==> src/rtl/axis_pkt_fifo.sv <==
// -----------------------------------------------------------------------------
// axis_pkt_fifo
// Store-and-forward AXI-Stream packet FIFO placed in front of one slave port of
// the shared AXI-Stream switch. Output valid is held off until a whole packet
// (TLAST seen) is buffered, so the switch never locks onto a slave that then
// stalls mid-packet. A packet larger than DEPTH is released in cut-through mode
// so the block cannot deadlock; that event sets the sticky oversize flag.
//
// Optional build macro: AXIS_PKT_FIFO_LEVEL_EN adds the 'level' output
// (wr_ptr - rd_ptr, range 0..DEPTH). Without it the port is absent.
//
// Ports:
//   aclk, aresetn         clock, synchronous active-low reset
//   s_valid/s_ready       input beat handshake (s_ready = not full)
//   s_data/s_dest/s_id    input payload
//   s_last                input end of packet
//   m_valid/m_ready       output beat handshake towards the switch
//   m_data/m_dest/m_id    output payload, show-ahead from the head entry
//   m_last                output end of packet
//   oversize              sticky: a packet exceeded DEPTH and was cut through
//   level                 (macro only) current fill level
// -----------------------------------------------------------------------------
module axis_pkt_fifo #(
  parameter int unsigned DATA_WIDTH = 64,
  parameter int unsigned DEST_WIDTH = 1,
  parameter int unsigned ID_WIDTH   = 1,
  parameter int unsigned DEPTH      = 16,
  parameter int unsigned ADDR_W     = $clog2(DEPTH)
) (
  input  logic                  aclk,
  input  logic                  aresetn,
  input  logic                  s_valid,
  output logic                  s_ready,
  input  logic [DATA_WIDTH-1:0] s_data,
  input  logic [DEST_WIDTH-1:0] s_dest,
  input  logic [ID_WIDTH-1:0]   s_id,
  input  logic                  s_last,
  output logic                  m_valid,
  input  logic                  m_ready,
  output logic [DATA_WIDTH-1:0] m_data,
  output logic [DEST_WIDTH-1:0] m_dest,
  output logic [ID_WIDTH-1:0]   m_id,
  output logic                  m_last,
`ifdef AXIS_PKT_FIFO_LEVEL_EN
  output logic [ADDR_W:0]       level,
`endif
  output logic                  oversize
);

  localparam int unsigned WORD_W = DATA_WIDTH + DEST_WIDTH + ID_WIDTH + 1;
  localparam int unsigned PTR_W  = ADDR_W + 1;

  typedef enum logic [1:0] {
    ST_HOLD = 2'd0,
    ST_SEND = 2'd1,
    ST_CUT  = 2'd2
  } state_t;

  logic [WORD_W-1:0] r_mem [DEPTH];
  logic [PTR_W-1:0]  r_wr_ptr;
  logic [PTR_W-1:0]  r_rd_ptr;
  logic [PTR_W-1:0]  r_pkt_cnt;
  state_t            r_state;
  logic              r_oversize;

  logic [PTR_W-1:0]  w_wr_ptr_nxt;
  logic [PTR_W-1:0]  w_rd_ptr_nxt;
  logic [PTR_W-1:0]  w_pkt_cnt_nxt;
  state_t            w_state_nxt;
  logic              w_set_oversize;
  logic              w_empty;
  logic              w_full;
  logic              w_full_nxt;
  logic              w_wr_en;
  logic              w_rd_en;
  logic              w_pkt_inc;
  logic              w_pkt_dec;
  logic [WORD_W-1:0] w_wr_word;
  logic [WORD_W-1:0] w_rd_word;

  // Occupancy from registered pointers only, so s_ready never depends on m_ready.
  assign w_empty = (r_wr_ptr == r_rd_ptr);
  assign w_full  = (r_wr_ptr[ADDR_W] != r_rd_ptr[ADDR_W]) &&
                   (r_wr_ptr[ADDR_W-1:0] == r_rd_ptr[ADDR_W-1:0]);

  assign s_ready   = !w_full;
  assign w_wr_en   = s_valid && !w_full;
  assign m_valid   = (r_state != ST_HOLD) && !w_empty;
  assign w_rd_en   = m_valid && m_ready;
  assign w_pkt_inc = w_wr_en && s_last;
  assign w_pkt_dec = w_rd_en && m_last;

  // Show-ahead read of the head entry.
  assign w_wr_word = {s_last, s_id, s_dest, s_data};
  assign w_rd_word = r_mem[r_rd_ptr[ADDR_W-1:0]];
  assign m_data    = w_rd_word[DATA_WIDTH-1:0];
  assign m_dest    = w_rd_word[DATA_WIDTH +: DEST_WIDTH];
  assign m_id      = w_rd_word[DATA_WIDTH+DEST_WIDTH +: ID_WIDTH];
  assign m_last    = w_rd_word[WORD_W-1];
  assign oversize  = r_oversize;

`ifdef AXIS_PKT_FIFO_LEVEL_EN
  assign level = r_wr_ptr - r_rd_ptr;
`endif

  assign w_wr_ptr_nxt = r_wr_ptr + PTR_W'(w_wr_en);
  assign w_rd_ptr_nxt = r_rd_ptr + PTR_W'(w_rd_en);
  assign w_full_nxt   = (w_wr_ptr_nxt[ADDR_W] != w_rd_ptr_nxt[ADDR_W]) &&
                        (w_wr_ptr_nxt[ADDR_W-1:0] == w_rd_ptr_nxt[ADDR_W-1:0]);

  // Complete-packet count; simultaneous in/out packet ends cancel.
  always_comb begin
    w_pkt_cnt_nxt = r_pkt_cnt;
    if (w_pkt_inc && !w_pkt_dec) begin
      w_pkt_cnt_nxt = r_pkt_cnt + PTR_W'(1);
    end else if (w_pkt_dec && !w_pkt_inc) begin
      w_pkt_cnt_nxt = r_pkt_cnt - PTR_W'(1);
    end
  end

  // Next-state logic. HOLD looks at next-cycle count/fill so a freshly
  // completed packet is presented on the very next cycle.
  always_comb begin
    w_state_nxt    = r_state;
    w_set_oversize = 1'b0;
    unique case (r_state)
      ST_HOLD: begin
        if (w_pkt_cnt_nxt != '0) begin
          w_state_nxt = ST_SEND;
        end else if (w_full_nxt) begin
          w_state_nxt    = ST_CUT;
          w_set_oversize = 1'b1;
        end
      end
      ST_SEND, ST_CUT: begin
        if (w_pkt_dec) begin
          w_state_nxt = (w_pkt_cnt_nxt != '0) ? ST_SEND : ST_HOLD;
        end
      end
      default: w_state_nxt = ST_HOLD;
    endcase
  end

  // Control state; reset drops everything buffered, partial packets included.
  always_ff @(posedge aclk) begin
    if (!aresetn) begin
      r_wr_ptr   <= '0;
      r_rd_ptr   <= '0;
      r_pkt_cnt  <= '0;
      r_state    <= ST_HOLD;
      r_oversize <= 1'b0;
    end else begin
      r_wr_ptr   <= w_wr_ptr_nxt;
      r_rd_ptr   <= w_rd_ptr_nxt;
      r_pkt_cnt  <= w_pkt_cnt_nxt;
      r_state    <= w_state_nxt;
      r_oversize <= r_oversize | w_set_oversize;
    end
  end

  // Payload storage; no reset needed, entries are only read once written.
  always_ff @(posedge aclk) begin
    if (w_wr_en) begin
      r_mem[r_wr_ptr[ADDR_W-1:0]] <= w_wr_word;
    end
  end

endmodule

==> config.mk <==
export PLATFORM = sky130hd
export DESIGN_NAME = axis_pkt_fifo
export DESIGN_NICKNAME = d
export VERILOG_FILES = /design/src/rtl/axis_pkt_fifo.sv
export SDC_FILE = /design/constraint.sdc
export NUM_CORES = 1
export LEC_CHECK = 0
export ABC_AREA = 1
export CAP_MARGIN = 10
export CORE_ASPECT_RATIO = 0.6
export CORE_MARGIN = 5
export CORE_UTILIZATION = 35
export DETAILED_ROUTE_END_ITERATION = 6
export HOLD_SLACK_MARGIN = 0.06
export PLACE_DENSITY_LB_ADDON = 0.12
export SLEW_MARGIN = 20
export SYNTH_ARGS = -nofsm -noshare
export SYNTH_HDL_FRONTEND = slang
export SYNTH_SLANG_ARGS = --single-unit
==> constraint.sdc <==
create_clock -name aclk -period 5.42 [get_ports aclk]
set_input_delay 1.084 -clock aclk [delete_from_list [all_inputs] [get_ports aclk]]
set_output_delay 1.084 -clock aclk [all_outputs]
set_load 0.02 [all_outputs]
==> summary.txt <==
OUTCOME
----------------------------------------------------------------------------------------------------
Outcome                                                                                 finished clean

CLOCKING
----------------------------------------------------------------------------------------------------
Cell at the root of the clock tree                                                         clkbuf_16
Count of clock tree sinks                                                                       1090
Clock latency reported for the late side of the worst-skew pair                              0.72 ns
Number of buffers on the longest clock path                                                        3
Post-CTS Setup Inserts                                                                             0
Hold-fix buffers, CTS                                                                              0
Cts bufs inserted                                                                                105
Quantity of gates resized following cts                                                            0
Clock-pin slew reported for the worst setup and hold paths after clock tree synthesis        0.06 ns
H-tree depth reported by CTS                                                                       3
CTS tree                                                                                        done

GLOBAL ROUTE
----------------------------------------------------------------------------------------------------
Via count of the first global-routing pass                                                     25816
Overflow after GRT                                                                                 0
Gr usage total                                                                                18.83%
Largest net degree at the start of global routing                                                198
Global-route wire length before repair                                                  179500 microns
Initial antenna violation count                                                                   18

SYNTH
----------------------------------------------------------------------------------------------------
Proportion of synthesized chip area in sequential cells                                       76.69%
Cell types with the largest area share after synthesis                                  edfxtp_1 76%, o21ai_0 6.2%, nor2_1 4.9%, o221ai_1 3.7%, clkbuf_1 1.8%
Leading area contributor after synthesis                                                    edfxtp_1
Warning count from the yosys run                                                                   0
Share of the synthesized area in the top cell type                                            75.84%
Flops & latches, synth                                                                          1090
Synthesized netlist cell count                                                                  3040
Net Count, Synth                                                                                3119
Post-synthesis cell type count                                                                    35
Syn avg cell area                                                                        13.96 sq um
Cell area after synthesis                                                                42440 sq um

SETUP PATH
----------------------------------------------------------------------------------------------------
Max FO, Critical Path                                                                            176
Element type at the critical path start                                                     register
Critical path class                                                                       reg -> out
Slowest-stage cell, CP                                                                       dfxtp_4
Largest stage delay, worst path                                                              0.73 ns
Data arrival time of the critical path                                                       3.74 ns
Endpoint kind of the worst setup timing path                                              output pin
Worst endpoint required time                                                                 4.34 ns
Family with the most delay on the worst path                                            buffers and inverters
WP buf/inv                                                                                         2
List of cells traversed by the critical path                                            buf_12 > o21ai_0 > o221ai_1 > o211ai_1 > nand2_1 > clkdlybuf4s50_1

PLACE
----------------------------------------------------------------------------------------------------
Port bufs                                                                                        140
Hpwl dp                                                                                 58230 microns
Global placement routability congestion                                                       0.7268
Placement-stage worst setup slack                                                           1.423 ns
Dpl cells                                                                                       4631

FINISH
----------------------------------------------------------------------------------------------------
Number of nets in the final layout                                                              3201
Layout Utilization                                                                            40.81%
Layout cell share with drive strength beyond 1                                                8.305%
Fin cells                                                                                       4839
Area growth from synthesis to layout                                                          16.37%

DRT
----------------------------------------------------------------------------------------------------
Routed wire length                                                                      123700 microns
Detailed Routing Iterations Pass 1                                                                 7
Vias per inst                                                                                  5.434
Average routed wire per standard cell                                                   25.57 microns
Final routed DRC violation total                                                                   0
Metal3 WL                                                                               7062 microns
Remaining antenna violation count                                                                  0
Number of DRC violations after detailed-routing iteration 0                                     2384
Routed wl met2                                                                          56770 microns
Number of vias in the routed layout                                                            26293
M1 wire length                                                                          57060 microns
Max Used Layer                                                                                  met5

TIMING
----------------------------------------------------------------------------------------------------
Post-route setup TNS                                                                            0 ns
RSZ-0062 raised after global routing                                                              no
Worst slew margin relative to its limit                                                       29.36%
Final Hold Fails                                                                                   0
Final worst-path cycle share                                                                  88.98%
Setup Skew                                                                                0.02632 ns
Total count of max-transition violations in the final report                                       0
Endpoints failing setup                                                                            0
Timing-limited maximum frequency                                                           207.3 MHz
Final worst setup slack                                                                    0.5971 ns
Min Tclk post-route                                                                         4.823 ns
Slew @ Worst Pin                                                                            1.060 ns

FLOORPLANNING
----------------------------------------------------------------------------------------------------
Floorplan row count                                                                               99
X dimension of the die                                                                  459.6 microns
Starting utilization of the core area                                                         35.07%
Vert. Die Dim                                                                           279.7 microns
Top Ports                                                                                        141
Area of the die                                                                         128600 sq um
CORE AREA                                                                               121000 sq um

POWER
----------------------------------------------------------------------------------------------------
Part of the total power dissipated in sequential elements                                      51.7%
Overall power consumption                                                                   18190 uW
Switching power summed over all nets                                                         4153 uW
Leakage power                                                                             0.01563 uW
Net switching share of the total power                                                        22.83%
Clock network fraction of design power                                                         40.9%
Combinational Power Share                                                                       7.4%
Worst-case vdd ir drop                                                                     0.2732 mV
Power per cell area                                                                     368.3 nW/um^2
Design internal power                                                                       14040 uW

RUN
----------------------------------------------------------------------------------------------------
Number of max-cap violations                                                                       0

MIN PATH
----------------------------------------------------------------------------------------------------
Kind of path behind the tightest hold check                                               reg -> reg

tightest hold or removal path, delay by kind of cell (launching register included):
kind            cells  cell delay (ns)
compound gates      1             0.05
buf+inv             1             0.05
flops               1             0.31
Yosys cell counts, drive strengths merged:
master	instances
nand4	1
dfxtp	18
o221ai	177
xor2	13
xnor2	5
nand3	80
buf	18
nor3	2
o211ai	87
nor2	564
inv	28
nand2	135
a21oi	6
o21ai	528
o21bai	1
nand3b	2
edfxtp	1072
ha	8
clkbuf	208
o22ai	87
registers in the layout, summed over array words and instances (netlist names):
register / cells
r_wr_ptr: 5
r_rd_ptr: 5
r_mem: 1072
oversize: 1
r_state: 2
r_pkt_cnt: 5
cells in the final DEF, fill, tap and decap left out, types with 36 or more instances in the layout:
cell             netlist  final
nand3_1               75     75
o22ai_1               87     87
buf_4                  1     36
nand2_1              129    129
nor2_1               557    541
o221ai_1             177    177
o211ai_1              87     87
clkbuf_16              0    107
clkdlybuf4s50_1        0    140
edfxtp_1            1072   1072
o21ai_0              528    528
path summary, 6_finish.rpt:
check	from	endpoint	slack, ns	cells after the start
max	r_rd_ptr[0]	m_data[42]	0.60	6
min	oversize	oversize	0.46	2
min reg2reg	oversize	oversize	0.46	2
max reg2reg	r_rd_ptr[1]	r_mem[8][18]	1.70	11
metrics by stage:
stage	hold WS, ns	area (sq um)
after floorplan	0.4557	42440
after global placement	0.4493	45890
after detailed placement	0.4554	45890
after CTS	0.4679	49370
after global routing	0.4815	49380
final	0.4587	49390
power by group through the flow:
| stage | logic [uW] | clock network [uW] | registers (uW) |
|---|---|---|---|
| 2_1_floorplan | 740 | 0 | 9580 |
| 3_3_place_gp | 1340 | 0 | 9580 |
| 3_5_place_dp | 1360 | 0 | 9590 |
| 4_1_cts | 1370 | 7630 | 9400 |
| 5_1_grt | 1470 | 7970 | 9410 |
| 6_report | 1340 | 7440 | 9410 |
cell families (layout without fill, tap and decap cells):
family / count (synthesis) / in the layout / synth area share [%]
xor gates and xnor gates: 18 / 18 / 0.3714
AOI/OAI and AO/OA: 886 / 886 / 12.81
adders and majority gates: 8 / 8 / 0.2358
other: 0 / 8 / 0
and+or+nand+nor: 784 / 784 / 7.491
buffers and inverters: 254 / 429 / 2.394
DFF: 1090 / 1090 / 76.69
metal layers:
layer / vias to the layer above / track usage [%]
met5: - / 0
met1: 13552 / 26.85
met3: 199 / 4.157
met4: 16 / 5.296
li1: 11814 / -
met2: 712 / 29.16
layout make-up:
cell class	instances	area (sq um)
clock buffer	131	2798
multi-input combinational	1696	8996
inverter	28	133.9
antenna	8	20.02
sequential	1090	32570
clock inverter	69	683.2
tap	1616	2022
timing repair buffer	201	2172
fill	11003	71630
(Power assumes the default switching activity.)
